**src/rtl/mvu_pe_acc.sv**
```systemverilog
// Accumulates per-PE partial dot products over SF synapse-fold beats and emits one sum vector per fold.
// Optional MVU_ACC_SAT_EN: saturating lane adds instead of modulo-2^TA wrap.
module mvu_pe_acc #(
    parameter int PE = 2,
    parameter int TO = 16,
    parameter int TA = 24,
    parameter int SF = 4
) (
    input  logic               clk,
    input  logic               rst,
    input  logic               in_v,
    output logic               in_rdy,
    input  logic [PE*TO-1:0]   in_data,
    output logic               out_v,
    input  logic               out_rdy,
    output logic [PE*TA-1:0]   out_data
);

    localparam int CW = (SF > 1) ? $clog2(SF) : 1;
    localparam logic [CW-1:0] LAST_CNT = CW'(SF - 1);

`ifdef MVU_ACC_SAT_EN
    localparam logic signed [TA-1:0] SMAX = {1'b0, {(TA-1){1'b1}}};
    localparam logic signed [TA-1:0] SMIN = ~SMAX;
`endif

    logic [CW-1:0]        sf_cnt;
    logic signed [TA-1:0] acc [PE];
    logic signed [TA-1:0] sum [PE];
    logic                 last_beat;
    logic                 accept;

    function automatic logic signed [TA-1:0] lane_add(input logic signed [TA-1:0] a,
                                                       input logic signed [TA-1:0] b);
`ifdef MVU_ACC_SAT_EN
        logic signed [TA:0] s;
        s = {a[TA-1], a} + {b[TA-1], b};
        // Disagreement of the two top bits means the true sum left the TA-bit range.
        if (s[TA] != s[TA-1])
            return s[TA] ? SMIN : SMAX;
        return s[TA-1:0];
`else
        return a + b;
`endif
    endfunction

    assign last_beat = (sf_cnt == LAST_CNT);
    assign in_rdy    = !(last_beat && out_v && !out_rdy);
    assign accept    = in_v && in_rdy;

    // The first beat of a fold adds onto zero, dropping the previous vector's sum.
    always_comb begin
        for (int unsigned p = 0; p < PE; p++) begin
            sum[p] = lane_add((sf_cnt == '0) ? '0 : acc[p],
                              TA'(signed'(in_data[p*TO +: TO])));
        end
    end

    always_ff @(posedge clk or posedge rst) begin
        if (rst) begin
            sf_cnt   <= '0;
            out_v    <= 1'b0;
            out_data <= '0;
            for (int unsigned p = 0; p < PE; p++)
                acc[p] <= '0;
        end else begin
            if (out_v && out_rdy)
                out_v <= 1'b0;
            if (accept) begin
                if (last_beat) begin
                    sf_cnt <= '0;
                    out_v  <= 1'b1;
                    for (int unsigned p = 0; p < PE; p++)
                        out_data[p*TA +: TA] <= sum[p];
                end else begin
                    sf_cnt <= sf_cnt + 1'b1;
                    for (int unsigned p = 0; p < PE; p++)
                        acc[p] <= sum[p];
                end
            end
        end
    end

endmodule

```
**config.mk**
```make
export PLATFORM = sky130hd
export DESIGN_NAME = mvu_pe_acc
export DESIGN_NICKNAME = d
export VERILOG_FILES = /design/src/rtl/mvu_pe_acc.sv
export SDC_FILE = /design/constraint.sdc
export NUM_CORES = 1
export LEC_CHECK = 0
export CAP_MARGIN = 30
export CORE_MARGIN = 2
export CORE_UTILIZATION = 40
export CTS_CLUSTER_DIAMETER = 100
export DETAILED_ROUTE_END_ITERATION = 8
export PLACE_DENSITY = 0.66
export SYNTH_ARGS = -nofsm -noshare
export SYNTH_HDL_FRONTEND = slang
export SYNTH_SLANG_ARGS = --single-unit
```
**constraint.sdc**
```tcl
create_clock -name clk -period 6.5 [get_ports clk]
set_input_delay 1.3 -clock clk [delete_from_list [all_inputs] [get_ports clk]]
set_output_delay 1.3 -clock clk [all_outputs]
set_load 0.005 [all_outputs]
```
# Yosys cells after proc, flatten, opt, wreduce, memory -nomap -nowiden
# Index checks and enable logic that the tools add are counted.
[op_classes]
eq_ne = 1
n_addsub = 3
n_bitwise = 1
n_reduce_logical = 9
mux = 6
[op_table]
columns = ["op", "n"]
rows = [
  ["adder 24 x 16 -> 24 bit", 2],
  ["2-to-1 mux 24 bit", 2],
  ["logical AND 1 bit", 4],
  ["AND reduction 2 bit", 2],
  ["2-to-1 mux 1 bit", 3],
  ["adder 2 x 1 -> 2 bit, second input constant", 1],
  ["== test 2 bit, second input constant", 1],
  ["zero test 1 bit", 2],
  ["zero test 2 bit", 1],
  ["2-to-1 mux 2 bit", 1],
  ["inverter 1 bit", 1],
]
[word_totals]
register_bits = 99
wordCells = 25
out_inout_bits = 50

# Longest topological paths before layout
[depth]
depth_word = 6
ltp_mapped = 15

# Worst setup path after synthesis
# Ideal clock, no wire load.
[synth_timing]
kind = "input -> register"
from = "in in_data[16]"
to = "reg acc[22] in the netlist's numbering"
path_slack_ns = 2.826
arrival_ns = 3.541
required_ns = 6.367
setup_time_ns = 0.133
cell_stages = 10
path_cell_list = "ha_1 fa_1 a21o_1 a31o_4 a311oi_4 o31ai_2 a31o_2 a221oi_2 xor2_1 o21ai_0"
[synth_via]
elab_chain_cells = 1
[synth_lines]
columns = ["element", "line", "source"]
rows = [
  ["start: declaration", "13", "input logic [PE*TO-1:0] in_data,"],
  ["adder 24 x 16 -> 24 bit", "43", "return a + b;"],
  ["end signal: indexed assignment", "78", "acc[p] <= sum[p];"],
  ["end: declaration", "28", "logic signed [TA-1:0] acc [PE];"],
]
# No other way between the ends.
# A chain may end at the register's enable or synchronous reset.

# Worst setup path after layout
[layout_timing]
from = "reg sf_cnt[0]"
to = "reg out_data[19]"
[layout_via]
elab_chain_cells = 6
word_cells_on_any_way = 9
classes_between = "add/sub (1); eq/ne (1); mux (1); reduce/logical (6)"
[layout_lines]
columns = ["element", "line", "source"]
rows = [
  ["start: declaration", "27", "logic [CW-1:0] sf_cnt;"],
  ["start signal: assignment", "76", "sf_cnt <= sf_cnt + 1'b1;"],
  ["branches (longest 6 deep; another with adder 24 x 16 -> 24 bit)", "--", ""],
  ["end signal: indexed assignment", "74", "out_data[p*TA +: TA] <= sum[p];"],
  ["end: declaration", "16", "output logic [PE*TA-1:0] out_data"],
]
# Several ways; the timed one is not identified.

==> reports/metrics.yaml <==
status:
  outcome: "complete, no violations"
drt:
  wl_um: 13900
  via_per_inst: 5.33
  initialDrtViolationCount: 265
  wl_per_cell_um: 14.6
  drt_pass1_iterations: 4
  antenna_left: 0
  detail_route.drc_violations: 0
  dr_total_vias: 5077
power:
  seqPwrFrac_pct: 27.1
  ir_drop_uv: 212
  p_int_uw: 2280
  p_switching_uw: 1660
  clock_power_share_pct: 13.0
  power_leakage_uw: 0.00335
  power_switching_share_pct: 42.1
  pwr-share-comb_pct: 59.9
  power_density_nw_per_um2: 532
synthesis:
  ys_seq_area_share_pct: 40.4
  synthDistinctLibCells: 53
  yosysMostFrequentCell: "nand2_1"
  yosysTopAreaCell: "dfrtp_1"
  synth_common_cells: "134 x nand2_1, 99 x dfrtp_1, 95 x o21ai_0, 50 x nor2b_1, 48 x ha_1"
  async_flop_share_pct: 100
  syn_nets: 778
  syn_inst: 692
  synth.top_cell.area_share_pct: 40.4
  ys_ff_latch: 99
  yosys_warnings: 0
  syn_area_per_cell_um2: 8.85
  netlist_area_um2: 6120
  synth_flop_cell: "dfrtp_1"
  synth_edf_count: 0
  synth_area_leaders: "dfrtp_1 40%, ha_1 9.8%, nand2_1 8.2%"
clocking:
  clk_latency_ns: 0.35
  cts_buffers: 9
  cts_hold_buf: 0
  cts_tree: "done"
  clk_path_buf_depth: 2
  ctsResizeCount: 0
  cts.sinks: 99
  post_cts_buffers: 0
  htreeDepth: 3
  cts-root-buf: "clkbuf_16"
  clkSlewWorstSetupHoldPaths_ns: 0.06
grt:
  use_met1_pct: 22.9
  grt_use_met3_pct: 2.75
  grt_pass1_vias: 4955
  gr-total-overflow: 0
  antenna_found_initial: 0
  grtUsageTotal_pct: 17.8
  grt_pass1_wl_um: 23500
  grt_max_degree: 63
  grt_busiest_layer: "met2"
  gr-usage-met2_pct: 30.1
flow_run:
  max-cap-violations: 0
timing:
  fin_crit_ns: 4.00
  fin_skew_ns: 0.00910
  worst_pin_slew_ns: 0.845
  fmax_mhz: 250
  setup-violations-final: 0
  maxSlewHeadroom_pct: 43.6
  report.final.slew_viol_count: 0
  hold_viol: 0
  setup_tns_ns: 0
  post-route-period-util_pct: 61.5
  whs_ns: 0.472
  grt_setup_unrepaired: "false"
critical_path:
  crit_arrival_ns: 4.24
  critical_path.startpoint_type: "flop"
  cp_max_fo: 20
  cp.required_ns: 6.74
  setup.worst_path.end_class: "flop"
  crit_type: "reg2reg"
  regToRegSetupSlack_ns: 2.50
place:
  place_area_um2: 7130
  dpl.hpwl_um: 9950
  place_congestion: 0.865
  port_buffers: 85
  placed_cells: 937
cells_and_area:
  antenna_cells: 0
  stdcell_area_um2: 7400
  area_growth_pct: 20.8
  fin_cells: 953
  fillCellCount: 1425
  drive_gt1_share_pct: 4.84
  fin_nets: 846
die:
  die_x_um: 128
  core_um2: 15100
  die_area_um2: 16300
  top_level_ports: 86
  start_util_pct: 40.6
  rows: 45
  die_y_um: 128
hold_path:
  hold_class: "reg2reg"
==> metrics by stage <==
step / worst slack (ns) / power [µW] / utilization [%]
floorplan: 2.61 / 2720 / -
finish: 2.50 / 3940 / 49.0
CTS: 2.48 / 3970 / 49.0
global placement: 2.22 / 3360 / 47.2
detailed placement: 2.19 / 3430 / 47.2
global route: 2.17 / 4320 / 49.0
==> cell families after synthesis <==
group | after synthesis | share of synthesized area (%)
muxes | 6 | 1.08
buffers and inverters | 44 | 2.82
adders and majority gates | 50 | 10.5
DFF | 99 | 40.4
AOI/OAI and AO/OA | 202 | 20.5
and+or+nand+nor | 251 | 19.0
xor gates and xnor gates | 40 | 5.72
==> power by group through the flow <==
stage / sequential (µW) / clock [µW] / combinational, µW
2_1_floorplan: 1060 / 0 / 1660
3_3_place_gp: 1070 / 0 / 2300
3_5_place_dp: 1080 / 0 / 2350
4_1_cts: 1070 / 526 / 2370
5_1_grt: 1110 / 552 / 2660
6_report: 1070 / 511 / 2360
==> state kept, by name, indices dropped and copies added, names as in the netlist <==
register	count
out_data	48
acc	48
sf_cnt	2
out_v	1
==> critical path, stage by stage, from the launching register on <==
cell	delay, ns
dfrtp_1	0.41
inv_1	0.07
ha_1	0.70
buf_4	0.36
nor2b_1	0.08
ha_1	0.34
a21o_1	0.19
a31o_2	0.21
a31oi_1	0.27
o41a_1	0.35
o21a_1	0.21
a21boi_0	0.16
o31a_1	0.29
o31ai_1	0.24
==> layout by cell type (no fill, tap or decap), types with 6 or more instances in the layout <==
master,netlist,layout
a21o_1,17,17
a21oi_1,33,33
a31oi_1,12,12
clkbuf_16,0,9
clkdlybuf4s50_1,0,85
dfrtp_1,99,99
ha_1,48,48
inv_1,11,10
nand2_1,134,134
nand2b_1,7,6
nand3_1,12,11
nand4_1,6,6
nor2_1,22,22
nor2b_1,50,50
nor3_1,7,7
o21ai_0,95,95
o31ai_1,9,9
xnor2_1,24,24
xor2_1,16,16
==> per-layer routing <==
layer | wire length [µm] | part of all wire (%)
met5 | 0 | 0
met4 | 260 | 1.9
met3 | 539 | 3.9
met2 | 6510 | 47
met1 | 6580 | 47
==> layout make-up <==
class,count,area (µm²),area share (%)
tap,188,235,3.18
timing repair buffer,90,888,12.0
inverter,11,43.8,0.592
clock buffer,14,264,3.57
sequential,99,2480,33.5
clock inverter,2,10.0,0.135
multi-input combinational,549,3480,47.0
==> worst paths after layout <==
kind | start | to | cells after the start
max | sf_cnt[0] | out_data[19] | 13
min | acc[40] | acc[40] | 2
max reg2reg | sf_cnt[0] | out_data[19] | 13
min reg2reg | acc[40] | acc[40] | 2
max in group asynchronous | rst | out_data[35] | 3
min in group asynchronous | rst | out_v | 2
No activity file was read; power rests on OpenSTA's default activity.
